==> src/rtl/bcp_pkg.sv <==
// Shared types for the BCP clause scheduler: FSM state encoding, default widths
// and the clause record layout as fetched from clause memory.
package bcp_pkg;

   localparam int BCP_VAR_NUM = 8;
   localparam int BCP_IDX_W   = 3;

   typedef enum logic [2:0] {
      ST_IDLE,
      ST_FETCH,
      ST_LOAD,
      ST_EVAL,
      ST_TAIL,
      ST_EMIT,
      ST_NEXT,
      ST_FIN
   } bcp_sched_state_t;

   typedef struct packed {
      logic [BCP_VAR_NUM-1:0] cl_type;
      logic [BCP_VAR_NUM-1:0] cl_mask;
      logic [BCP_VAR_NUM-1:0] cl_size;
   } bcp_clause_t;

endpackage

==> src/rtl/bcp_imp_slot.sv <==
// One-entry valid/ready holding register for an implication; loads in one cycle,
// holds var/clause stable while out_ready is low, frees on out_valid && out_ready.
module bcp_imp_slot #(
   parameter int IDX_W = 3,
   parameter int CL_W  = 4
) (
   input  logic             clock,
   input  logic             reset,
   input  logic             load,
   input  logic [IDX_W-1:0] load_var,
   input  logic [CL_W-1:0]  load_clause,
   input  logic             out_ready,
   output logic             out_valid,
   output logic [IDX_W-1:0] out_var,
   output logic [CL_W-1:0]  out_clause
);

   logic             valid_q, valid_d;
   logic [IDX_W-1:0] var_q, var_d;
   logic [CL_W-1:0]  clause_q, clause_d;

   always_comb begin
      valid_d  = valid_q;
      var_d    = var_q;
      clause_d = clause_q;
      if (valid_q && out_ready) begin
         valid_d = 1'b0;
      end
      if (load) begin
         valid_d  = 1'b1;
         var_d    = load_var;
         clause_d = load_clause;
      end
   end

   always_ff @(posedge clock) begin
      if (reset) begin
         valid_q  <= 1'b0;
         var_q    <= '0;
         clause_q <= '0;
      end else begin
         valid_q  <= valid_d;
         var_q    <= var_d;
         clause_q <= clause_d;
      end
   end

   assign out_valid  = valid_q;
   assign out_var    = var_q;
   assign out_clause = clause_q;

endmodule

==> src/rtl/bcp_clause_scheduler.sv <==
// Walks every clause through one checker: fetch, load, EVAL_LEN-cycle window, harvest.
// No-hit clause costs EVAL_LEN+4 cycles; a hit stalls in EMIT until imp_ready.
module bcp_clause_scheduler
   import bcp_pkg::*;
#(
   parameter int VAR_NUM    = BCP_VAR_NUM,
   parameter int IDX_W      = BCP_IDX_W,
   parameter int CLAUSE_NUM = 16,
   parameter int CL_W       = 4,
   parameter int EVAL_LEN   = 8,
   parameter int MAX_PASS   = 4
) (
   input  logic               clock,
   input  logic               reset,
   input  logic               start,
   input  logic               fixpoint,
   output logic               busy,
   output logic               done,
   output logic               pass_limit,
   output logic [CL_W:0]      imp_count,
   output logic               mem_rd_en,
   output logic [CL_W-1:0]    mem_rd_addr,
   input  logic [VAR_NUM-1:0] mem_type,
   input  logic [VAR_NUM-1:0] mem_mask,
   input  logic [VAR_NUM-1:0] mem_size,
   output logic               chk_initial,
   output logic               chk_en,
   output logic [VAR_NUM-1:0] chk_clause_type,
   output logic [VAR_NUM-1:0] chk_clause_mask,
   output logic [VAR_NUM-1:0] chk_clause_size,
   input  logic               chk_unit_exist,
   input  logic [IDX_W-1:0]   chk_encoded_implication,
   output logic               imp_valid,
   input  logic               imp_ready,
   output logic [IDX_W-1:0]   imp_var,
   output logic [CL_W-1:0]    imp_clause
);

   localparam logic [7:0]      ECNT_LAST = 8'(EVAL_LEN - 1);
   localparam logic [7:0]      PASS_LAST = 8'(MAX_PASS - 1);
   localparam logic [CL_W-1:0] IDX_LAST  = CL_W'(CLAUSE_NUM - 1);

   bcp_sched_state_t   state_q, state_d;
   logic [CL_W-1:0]    idx_q, idx_d;
   logic [7:0]         pass_q, pass_d;
   logic [7:0]         ecnt_q, ecnt_d;
   logic               fix_q, fix_d;
   logic [CL_W:0]      cnt_q, cnt_d;
   logic               done_q, done_d;
   logic               plim_q, plim_d;
   logic               busy_q, busy_d;
   logic               rd_en_q, rd_en_d;
   logic               init_q, init_d;
   logic               en_q, en_d;
   logic [VAR_NUM-1:0] ctype_q, ctype_d;
   logic [VAR_NUM-1:0] cmask_q, cmask_d;
   logic [VAR_NUM-1:0] csize_q, csize_d;
   logic               slot_load;
   logic               fin_done;

   // The scan ends unless fixpoint mode saw implications and passes remain.
   assign fin_done = !fix_q || (cnt_q == '0) || (pass_q >= PASS_LAST);

   always_comb begin
      state_d   = state_q;
      idx_d     = idx_q;
      pass_d    = pass_q;
      ecnt_d    = ecnt_q;
      fix_d     = fix_q;
      cnt_d     = cnt_q;
      ctype_d   = ctype_q;
      cmask_d   = cmask_q;
      csize_d   = csize_q;
      done_d    = 1'b0;
      plim_d    = 1'b0;
      slot_load = 1'b0;
      case (state_q)
         ST_IDLE: begin
            if (start) begin
               state_d = ST_FETCH;
               fix_d   = fixpoint;
               idx_d   = '0;
               pass_d  = '0;
               cnt_d   = '0;
            end
         end
         ST_FETCH: state_d = ST_LOAD;
         ST_LOAD: begin
            ctype_d = mem_type;
            cmask_d = mem_mask;
            csize_d = mem_size;
            ecnt_d  = '0;
            state_d = ST_EVAL;
         end
         ST_EVAL: begin
            ecnt_d = ecnt_q + 8'd1;
            // unit_exist in the first window cycle still reflects the previous clause
            if ((ecnt_q != '0) && chk_unit_exist) begin
               slot_load = 1'b1;
               state_d   = ST_EMIT;
            end else if (ecnt_q == ECNT_LAST) begin
               state_d = ST_TAIL;
            end
         end
         ST_TAIL: begin
            if (chk_unit_exist) begin
               slot_load = 1'b1;
               state_d   = ST_EMIT;
            end else begin
               state_d = ST_NEXT;
            end
         end
         ST_EMIT: begin
            if (imp_valid && imp_ready) begin
               cnt_d   = (cnt_q == '1) ? cnt_q : cnt_q + (CL_W+1)'(1);
               state_d = ST_NEXT;
            end
         end
         ST_NEXT: begin
            if (idx_q == IDX_LAST) begin
               state_d = ST_FIN;
               done_d  = fin_done;
               plim_d  = fix_q && (cnt_q != '0) && (pass_q >= PASS_LAST);
            end else begin
               idx_d   = idx_q + CL_W'(1);
               state_d = ST_FETCH;
            end
         end
         ST_FIN: begin
            if (fin_done) begin
               state_d = ST_IDLE;
            end else begin
               pass_d  = pass_q + 8'd1;
               idx_d   = '0;
               cnt_d   = '0;
               state_d = ST_FETCH;
            end
         end
         default: state_d = ST_IDLE;
      endcase
      busy_d  = (state_d != ST_IDLE);
      rd_en_d = (state_d == ST_FETCH);
      init_d  = (state_d == ST_LOAD);
      en_d    = (state_d == ST_EVAL);
   end

   always_ff @(posedge clock) begin
      if (reset) begin
         state_q <= ST_IDLE;
         idx_q   <= '0;
         pass_q  <= '0;
         ecnt_q  <= '0;
         fix_q   <= 1'b0;
         cnt_q   <= '0;
         done_q  <= 1'b0;
         plim_q  <= 1'b0;
         busy_q  <= 1'b0;
         rd_en_q <= 1'b0;
         init_q  <= 1'b0;
         en_q    <= 1'b0;
         ctype_q <= '0;
         cmask_q <= '0;
         csize_q <= '0;
      end else begin
         state_q <= state_d;
         idx_q   <= idx_d;
         pass_q  <= pass_d;
         ecnt_q  <= ecnt_d;
         fix_q   <= fix_d;
         cnt_q   <= cnt_d;
         done_q  <= done_d;
         plim_q  <= plim_d;
         busy_q  <= busy_d;
         rd_en_q <= rd_en_d;
         init_q  <= init_d;
         en_q    <= en_d;
         ctype_q <= ctype_d;
         cmask_q <= cmask_d;
         csize_q <= csize_d;
      end
   end

   bcp_imp_slot #(
      .IDX_W (IDX_W),
      .CL_W  (CL_W)
   ) u_imp_slot (
      .clock       (clock),
      .reset       (reset),
      .load        (slot_load),
      .load_var    (chk_encoded_implication),
      .load_clause (idx_q),
      .out_ready   (imp_ready),
      .out_valid   (imp_valid),
      .out_var     (imp_var),
      .out_clause  (imp_clause)
   );

   assign busy            = busy_q;
   assign done            = done_q;
   assign pass_limit      = plim_q;
   assign imp_count       = cnt_q;
   assign mem_rd_en       = rd_en_q;
   assign mem_rd_addr     = idx_q;
   assign chk_initial     = init_q;
   assign chk_en          = en_q;
   assign chk_clause_type = ctype_q;
   assign chk_clause_mask = cmask_q;
   assign chk_clause_size = csize_q;

endmodule

==> config.mk <==
export PLATFORM = sky130hd
export DESIGN_NAME = bcp_clause_scheduler
export DESIGN_NICKNAME = d
export VERILOG_FILES = /design/src/rtl/bcp_pkg.sv /design/src/rtl/bcp_imp_slot.sv /design/src/rtl/bcp_clause_scheduler.sv
export SDC_FILE = /design/constraint.sdc
export NUM_CORES = 1
export LEC_CHECK = 0
export ABC_CLOCK_PERIOD_IN_PS = 2200
export CAP_MARGIN = 20
export CORE_MARGIN = 3
export CORE_UTILIZATION = 35
export CTS_BUF_LIST = sky130_fd_sc_hd__clkbuf_16
export DETAILED_ROUTE_END_ITERATION = 12
export PLACE_DENSITY_LB_ADDON = 0.1
export SLEW_MARGIN = 15
export SYNTH_ARGS = -nofsm -noshare
export SYNTH_HDL_FRONTEND = slang
export SYNTH_SLANG_ARGS = --single-unit
export TNS_END_PERCENT = 30
==> constraint.sdc <==
create_clock -name clock -period 2.2 [get_ports clock]
set_clock_uncertainty 0.15 [all_clocks]
set_input_delay 0.33 -clock clock [delete_from_list [all_inputs] [get_ports clock]]
set_output_delay 0.33 -clock clock [all_outputs]
set_load 0.005 [all_outputs]
; Yosys cells after proc, flatten, opt, wreduce, memory -nomap -nowiden
; Cells that the tools add are included.
[word_totals]
inputBits = 33
regBits = 67
out_inout_bits = 47
word_cells = 91
[op_classes]
n_bitwise = 2
order_cmp = 1
reduce_logical = 22
add_sub_neg = 4
eq_ne = 18
n_mux = 26
[ops]
columns = cell, count
row1 = $pmux 8 s2, 2
row2 = $pmux 3 s8, 1
row3 = $mux 5, 4
row4 = $add 8x1->8 const B, 2
row5 = $mux 8, 2
row6 = $mux 3, 5
row7 = $pmux 5 s3, 1
row8 = $eq 3x2->1 const B, 4
row9 = $eq 3x3->1 const B, 4
row10 = $mux 4, 3
row11 = $pmux 4 s3, 1
row12 = $ne 2x2->1 const B, 5
row13 = $reduce_bool 3->1, 3
row14 = $eq 8x3->1 const B, 1
row15 = $ge 8x2->1 const B, 1
row16 = $reduce_bool 8->1, 1
row17 = $eq 3x1->1 const B, 2
row18 = $reduce_bool 2->1, 3
row19 = $add 5x1->5 const B, 1
row20 = $eq 5x5->1 const B, 1
row21 = $logic_not 5->1, 1
row22 = $mux 1, 5
row23 = $reduce_and 5->1, 1
row24 = $reduce_bool 5->1, 1
row25 = 13 further kinds, 18

; Longest topological paths before layout
; Gate-level depths: netlist of run 1.
[depth]
ltp_word = 6
depth_mapped = 9
mapped_depth_nobuf = 8

; Hierarchy
; Synthesis of run 1 repeated with hierarchy kept, for this count alone.
[unflattened]
cells_unflattened = 326
area_unflattened_um2 = 2827.7
[modules_own_cells]
columns = module, cells_each, area_each_um2, seq_area_each_um2, n_inst
row1 = bcp_clause_scheduler, 299, 2541.2, 1181.1, 1
row2 = bcp_imp_slot, 27, 286.5, 160.2, 1

; Worst setup path after synthesis of run 1
; OpenSTA, ideal clock, no wires.
[synth_timing]
path_kind = flip-flop to flip-flop
start = register cnt_q[0] (netlist: imp_count[0])
end = register idx_q[3] (netlist: mem_rd_addr[3])
synth_period_minus_slack_ns = 2.172
n_path_buf = 1
path_stages_with_launch = 10
required_time_ns = 1.978
setup_time_ns = 0.072
arrival_ns = 1.951
path_slack_ns = 0.028
cell_sequence = dfxtp_1 -> inv_1 -> ha_1 -> or4b_1 -> nand4_2 -> or2_1 -> buf_6 -> a31o_1 -> or3_1 -> a21oi_1
[synth_via]
elab_chain_len = 5
[synth_rtl]
columns = element, line_no
row1 = "start, declared", bcp_clause_scheduler.sv:48  ; logic [CL_W:0] cnt_q, cnt_d;
row2 = "start signal, assigned", bcp_clause_scheduler.sv:170  ; cnt_q <= cnt_d;
row3 = $logic_not 5->1, bcp_clause_scheduler.sv:62  ; assign fin_done = !fix_q || (cnt_q == '0) || (pass_q >= PASS_LAST);
row4 = $logic_or 1x1->1 (2 in a row), bcp_clause_scheduler.sv:62
row5 = $ne 2x2->1 (no line), n/a
row6 = $reduce_and 4->1 (no line), n/a
row7 = "end signal, assigned", bcp_clause_scheduler.sv:166  ; idx_q <= idx_d;
row8 = "end, declared", bcp_clause_scheduler.sv:44  ; logic [CL_W-1:0] idx_q, idx_d;
; No other way between the ends.
; A chain may end at the register's enable or synchronous reset.

; Final worst setup path of run 1
[layout_timing]
start = register cnt_q[1] (netlist: imp_count[1])
end = register cnt_q[3] (netlist: imp_count[3])
[layout_via]
elab_chain_len = 5
word_cells_on_any_way = 11
cone_classes = add/sub (1) / eq/ne (3) / mux (3) / reduce/logical (4)
[layout_rtl]
columns = element
row1 = branches (longest 5 deep; another with $add 5x1->5)
; Several ways; the timed one is not identified. The select of a mux whose other input is x is not followed.

==> results of run 1 <==
-- logic make-up after synthesis --
logic type,count (synthesis),share of synthesized area [%]
adders and majority gates,7,3.20
AOI/OAI and AO/OA,60,13.1
buffers and inverters,23,3.65
muxes,10,3.65
xor gates and xnor gates,5,1.60
DFF,67,48.9
and+or+nand+nor,151,25.8
-- critical path: stages (launching register included) --
cell and delay [ns]:
dfxtp_2 0.34, inv_2 0.06, ha_1 0.12, or4b_4 0.46
nand4_2 0.11, buf_4 0.14, o22ai_1 0.08, buf_4 0.18
nand4_1 0.08, xor2_1 0.16, nor2_1 0.05
-- per-layer routing --
metal | up-vias | track usage [%] | wire [um]
li1 | 1301 | - | -
met1 | 1160 | 21.2 | 3190
met2 | 54 | 26.5 | 3300
met3 | 7 | 3.90 | 351
met4 | 0 | 7.57 | 72
met5 | - | 0 | 0
-- cells in the final DEF (no fill, tap or decap), drive strengths merged, types with 2 or more instances in the layout --
master,instances
and2,8
nor2,32
a21oi,39
inv,7
nand2b,3
nor3,7
nor2b,3
a211oi,4
clkinvlp,2
ha,7
nand4,5
a31o,2
o21ai,3
a31oi,3
dfxtp,67
xnor2,3
nand2,68
clkdlybuf4s50,78
mux2i,10
clkbuf,9
a311oi,2
nand3,10
or2,3
buf,26
and3,2
nor4,2
clkinv,2
xor2,2
nor3b,2
-- final cells by class --
| cell class | instances | area, um2 | share of cell area [%] |
|---|---|---|---|
| clock buffer | 9 | 225 | 5.54 |
| multi-input combinational | 233 | 1320 | 32.4 |
| inverter | 6 | 22.5 | 0.554 |
| tap | 99 | 124 | 3.05 |
| sequential | 67 | 1350 | 33.1 |
| clock inverter | 6 | 58.8 | 1.45 |
| timing repair buffer | 104 | 973 | 24.0 |
-- metrics by stage --
stage / instance area (um2) / hold slack [ns] / setup WS (ns) / total power [mW]
after floorplan: 2740 / 0.281 / 0.0276 / 1.53
after global placement: 3760 / 0.291 / 0.0895 / 1.78
after detailed placement: 3760 / 0.296 / 0.0937 / 1.78
after CTS: 4050 / 0.262 / 0.0867 / 3.16
after global routing: 4060 / 0.284 / 0.0194 / 3.28
final: 4060 / 0.267 / 0.151 / 3.12
-- power groups by stage --
stage	combinational [mW]	clock (mW)	sequential [mW]
final	0.447	1.37	1.31
after global placement	0.448	0	1.33
after CTS	0.453	1.41	1.30
after global routing	0.498	1.46	1.32
after floorplan	0.205	0	1.33
after detailed placement	0.449	0	1.33
-- worst min-delay path by stage --
stage	startpoint	slack [ns]	endpoint	cells after the start
after floorplan	pass_q[4]$_SDFFE_PP0P_	0.28	pass_q[4]$_SDFFE_PP0P_	1
after global placement	chk_clause_type[1]$_SDFFE_PP0P_	0.29	chk_clause_type[1]$_SDFFE_PP0P_	2
after detailed placement	chk_clause_mask[1]$_SDFFE_PP0P_	0.30	chk_clause_mask[1]$_SDFFE_PP0P_	2
after CTS	reset	0.26	state_q[0]$_SDFF_PP0_	2
after global routing	reset	0.28	u_imp_slot.out_var[1]$_SDFFE_PP0P_	2
final	reset	0.27	u_imp_slot.out_var[1]$_SDFFE_PP0P_	2
-- synthesized netlist by cell type (3+ instances only) --
master and instances:
a211oi_1 4, a21oi_1 39, and2_1 8, clkbuf_1 13
dfxtp_1 67, ha_1 7, inv_1 6, mux2i_1 10
nand2_1 68, nand2b_1 3, nand3_1 10, nand4_1 4
nor2_1 32, nor2b_1 3, nor3_1 7, o21ai_0 3
xnor2_1 3
-- state kept, by name, indices dropped and copies added, names as in the netlist, 3 cells and up --
| name | flops |
|---|---|
| chk_clause_mask | 8 |
| chk_clause_size | 8 |
| chk_clause_type | 8 |
| ecnt_q | 8 |
| pass_q | 8 |
| imp_count | 5 |
| mem_rd_addr | 4 |
| u_imp_slot.out_clause | 4 |
| state_q | 3 |
| u_imp_slot.out_var | 3 |
==> results.sh, run 1 <==
export IMPL_rsz0062_at_grt="no"
export IMPL_postCtsSetupRepairBufs=0
export IMPL_rrSetupSlack_ns=0.15
export IMPL_nFillCells=701
export IMPL_synth_cell_types=46
export IMPL_tightest_slew_ns=0.452
export IMPL_n_antenna_cell=0
export IMPL_cts_htree_levels=3
export IMPL_place_inst=509
export IMPL_drt_vias_per_instance=4.81
export IMPL_grt_overflow=0
export IMPL_drc=0
export IMPL_status="finished clean"
export IMPL_tritoncts="done"
export IMPL_netSwitchingPower_mw=0.746
export IMPL_layout_cells_non_filler=524
export IMPL_vias=2522
export IMPL_drt_iter0_drc=103
export IMPL_dieHeight_um=94.5
export IMPL_hold_viol_final=0
export IMPL_avgSynthCellArea_um2=8.48
export IMPL_worst_ep_arrival_time_ns=2.10
export IMPL_pin_count=80
export IMPL_grt_max_degree=33
export IMPL_clkTransAtPathRegs_ns=0.05
export IMPL_drtAntennaViolNets=0
export IMPL_grt_pass1_wl_mm=11.7
export IMPL_firstDrtPassIters=4
export IMPL_crit_required_ns=2.25
export IMPL_p_leak_nw=1.53
export IMPL_worstSetupEndpointType="flip-flop"
export IMPL_cp_max_fo=6
export IMPL_power_frac_seq_pct=41.9
export IMPL_fin_nets=461
export IMPL_initial_utilization_pct=37.0
export IMPL_yosys_warnings=0
export IMPL_synth_flop_cell="dfxtp_1"
export IMPL_final_period_utilization_pct=93.1
export IMPL_holdBufCountCts=0
export IMPL_p_int_mw=2.37
export IMPL_grt_usage_pct=16.6
export IMPL_die_w_um=94.5
export IMPL_synth_top_cell_by_area="dfxtp_1"
export IMPL_final_core_utilization_pct=54.9
export IMPL_io_buffers=79
export IMPL_setup_viol=0
export IMPL_routed_wl_mm=6.91
export IMPL_max_clock_freq_mhz=488
export IMPL_clkPwrFrac_pct=43.8
export IMPL_cts_sinks=67
export IMPL_cp_start_kind="flip-flop"
export IMPL_grt_pass1_vias=2494
export IMPL_cts_buffer_depth=2
export IMPL_synth_cells=323
export IMPL_powerDensity_nw_per_um2=768
export IMPL_reg2reg_depth=10
export IMPL_rows=31
export IMPL_place_congestion=0.850
export IMPL_critPathCapture="imp_count[3]$_SDFFE_PP0P_"
export IMPL_hold_path_class="primary input to flip-flop"
export IMPL_syn_area_um2=2740
export IMPL_p_sw_share_pct=23.9
export IMPL_antenna_found_initial=0
export IMPL_fp_coreArea_um2=7410
export IMPL_period_needed_ns=2.05
export IMPL_yosys_area_top_type_share_pct=48.9
export IMPL_startpoint="imp_count[1]$_SDFFE_PP0P_"
export IMPL_peakVddDrop_v=0.000539
export IMPL_synth_nets=363
export IMPL_cts_resized=0
export IMPL_wl_per_cell_um=13.2
export IMPL_synth_seq_area_share_pct=48.9
export IMPL_drv_cap=0
export IMPL_fin_setup_tns_ns=0
export IMPL_final_layout_size_suffix_gt1_share_pct=13.2
export IMPL_relSlewSlack_pct=69.6
export IMPL_synth_edff_count=0
export IMPL_die_area_um2=8930
export IMPL_crit_type="flip-flop to flip-flop"
export IMPL_clk_latency_ns=0.32
export IMPL_synthTopCellsByArea="dfxtp_1, nand2_1, a21oi_1"
export IMPL_async_reset_ff_share_pct=0
export IMPL_dp_hpwl_mm=4.92
export IMPL_slew_viol_final=0
export IMPL_p_comb_share_pct=14.3
export IMPL_cts_root_buf="clkbuf_16"
export IMPL_ys_ff_latch=67
export IMPL_reg2reg_from="imp_count[1]$_SDFFE_PP0P_"
export IMPL_area_growth_pct=48.3
export IMPL_cts_buffers=9
export IMPL_r2r_end="imp_count[3]$_SDFFE_PP0P_"
(Power assumes the default switching activity.)
==> run 2, diff against run 1 <==
--- a/config.mk
+++ b/config.mk
@@ -7,7 +7,7 @@
 export LEC_CHECK = 0
 export ABC_CLOCK_PERIOD_IN_PS = 2200
 export CAP_MARGIN = 20
-export CORE_MARGIN = 3
+export CORE_MARGIN = 4
 export CORE_UTILIZATION = 35
 export CTS_BUF_LIST = sky130_fd_sc_hd__clkbuf_16
 export DETAILED_ROUTE_END_ITERATION = 12
==> run 2 against run 1 <==
Cell count rose by 0.95%. Worst setup slack improved by 0.0035 ns. Die area rose by 4.3%. Total power rose by 3.9%. Sequential share of layout area fell by 0.31 points. Cell area rose by 0.95%. Critical path depth fell by 3. Routed wire length fell by 2.5%. Sequential cell count did not move. Non-clock buffer count rose by 1. Core utilization fell by 1.5 points. Largest power group unchanged.
==> results.sh, run 2 (synthesis results as in run 1) <==
export IMPL_grt_max_degree=36
export IMPL_grt_pass1_wl_mm=11.0
export IMPL_die_w_um=96.5
export IMPL_powerDensity_nw_per_um2=790
export IMPL_place_congestion=0.807
export IMPL_p_leak_nw=1.54
export IMPL_critPathBufInv=0
export IMPL_final_core_utilization_pct=53.4
export IMPL_final_period_utilization_pct=93.0
export IMPL_worstSetupEndpointType="flip-flop"
export IMPL_p_total_mw=3.24
export IMPL_drt_iter0_drc=74
export IMPL_drc=0
export IMPL_clk_latency_ns=0.32
export IMPL_reg2reg_depth=7
export IMPL_vias=2468
export IMPL_fin_nets=462
export IMPL_grt_usage_pct=15.2
export IMPL_hold_path_class="primary input to flip-flop"
export IMPL_final_common_cell="clkdlybuf4s50_1"
export IMPL_tightest_slew_ns=0.443
export IMPL_dieHeight_um=96.5
export IMPL_n_antenna_cell=0
export IMPL_cts_buffer_depth=2
export IMPL_die_area_um2=9310
export IMPL_antenna_found_initial=0
export IMPL_io_buffers=79
export IMPL_reg2reg_from="pass_q[0]$_SDFFE_PP0P_"
export IMPL_relSlewSlack_pct=70.2
export IMPL_r2r_end="mem_rd_addr[3]$_SDFFE_PP0P_"
export IMPL_cp_max_fo=4
export IMPL_cts_buffers=9
export IMPL_nFillCells=769
export IMPL_cpMaxStageDelayCell="or3_1"
export IMPL_clkTransAtPathRegs_ns=0.06
export IMPL_tritoncts="done"
export IMPL_peakVddDrop_v=0.000397
export IMPL_drv_cap=0
export IMPL_cts_htree_levels=3
export IMPL_slew_viol_final=0
export IMPL_max_clock_freq_mhz=489
export IMPL_wl_met1_mm=3.12
export IMPL_topRoutingLayerUsed="met4"
export IMPL_min_from="reset"
export IMPL_cts_root_buf="clkbuf_16"
export IMPL_cts_sinks=67
export IMPL_area_growth_pct=49.7
export IMPL_cpPeakStageDelay_ns=0.35
export IMPL_final_layout_size_suffix_gt1_share_pct=12.9
export IMPL_hold_viol_final=0
export IMPL_grt_pass1_vias=2394
export IMPL_worstHoldPathCells=2
export IMPL_rows=32
export IMPL_status="finished clean"
export IMPL_path_cells="ha_1, nor4_4, nand4_2, or2_4, a31o_1, or3_1, a21oi_1"
export IMPL_wl_met2_mm=3.19
export IMPL_pin_count=80
export IMPL_dp_hpwl_mm=4.90
export IMPL_rrSetupSlack_ns=0.15
export IMPL_worst_ep_arrival_time_ns=2.15
export IMPL_routed_wl_mm=6.74
export IMPL_firstDrtPassIters=4
export IMPL_final_cell_mix="clkdlybuf4s50_1, nand2_1, dfxtp_1"
export IMPL_hold_end="mem_rd_addr[1]$_SDFFE_PP0P_"
export IMPL_setup_viol=0
export IMPL_crit_type="flip-flop to flip-flop"
export IMPL_rsz0062_at_grt="yes"
export IMPL_period_needed_ns=2.05
export IMPL_cp_start_kind="flip-flop"
export IMPL_fp_coreArea_um2=7690
export IMPL_crit_family="simple AND/OR/NAND/NOR gates"
export IMPL_initial_utilization_pct=35.6
export IMPL_crit_required_ns=2.30
export IMPL_dr_wl_met3_um=333
export IMPL_postCtsSetupRepairBufs=0
export IMPL_drt_vias_per_instance=4.67
export IMPL_drtAntennaViolNets=0
export IMPL_grt_overflow=0
export IMPL_wl_per_cell_um=12.7
[run 2: through the flow]
stage	TNS [ns]	setup WS (ns)	hold WS [ns]	instance area, um2	cells
3_5_place_dp	0	0.0546	0.297	3770	513
5_1_grt	-0.00204	-0.00204	0.245	4100	529
6_report	0	0.154	0.243	4100	529
4_1_cts	0	0.0735	0.236	4080	529
3_3_place_gp	0	0.0908	0.292	3770	513
2_1_floorplan	0	0.0276	0.281	2740	323
[run 2: cell type report]
class,count,area [um2],share of cell area [%]
clock buffers,9,225,5.49
clock inverters,7,83.8,2.04
inverters,6,22.5,0.549
multi-input cells,233,1320,32.1
flip-flops and latches,67,1350,32.8
well taps,102,128,3.11
repair buffers,105,981,23.9
[run 2: worst register-to-register path: cells and delay by family (launching register included)]
family,cells,cell delay (ns)
flops,1,0.32
simple gates,4,0.94
compound gates,2,0.34
fa+ha+maj,1,0.23
[run 2: power breakdown]
group	switching, mW	internal, mW	total (mW)
Combinational	0.204	0.249	0.453
Sequential	0.0352	1.27	1.30
Clock	0.507	0.977	1.48
[run 2: timing repair]
action / in CTS / in global routing
gates resized for setup: 0 / 7
hold endpoints to repair: 0 / 0
setup endpoints to repair: 0 / 4
hold buffers: 0 / 0
[run 2: how the worst max path moves through the flow]
stage,cells past startpoint,to,start,slack [ns]
detailed placement,6,mem_rd_addr[3]$_SDFFE_PP0P_,imp_ready,0.05
global placement,6,mem_rd_addr[3]$_SDFFE_PP0P_,imp_ready,0.09
global route,7,mem_rd_addr[3]$_SDFFE_PP0P_,pass_q[0]$_SDFFE_PP0P_,-0.002
floorplan,9,mem_rd_addr[3]$_SDFFE_PP0P_,imp_count[0]$_SDFFE_PP0P_,0.03
CTS,8,mem_rd_addr[3]$_SDFFE_PP0P_,imp_count[1]$_SDFFE_PP0P_,0.07
finish,7,mem_rd_addr[3]$_SDFFE_PP0P_,pass_q[0]$_SDFFE_PP0P_,0.15
[run 2: metal layers]
layer | vias up | GRT usage [%]
li1 | 1299 | -
met1 | 1124 | 19.4
met2 | 38 | 24.3
met3 | 7 | 4.73
met4 | 0 | 5.26
met5 | - | 0
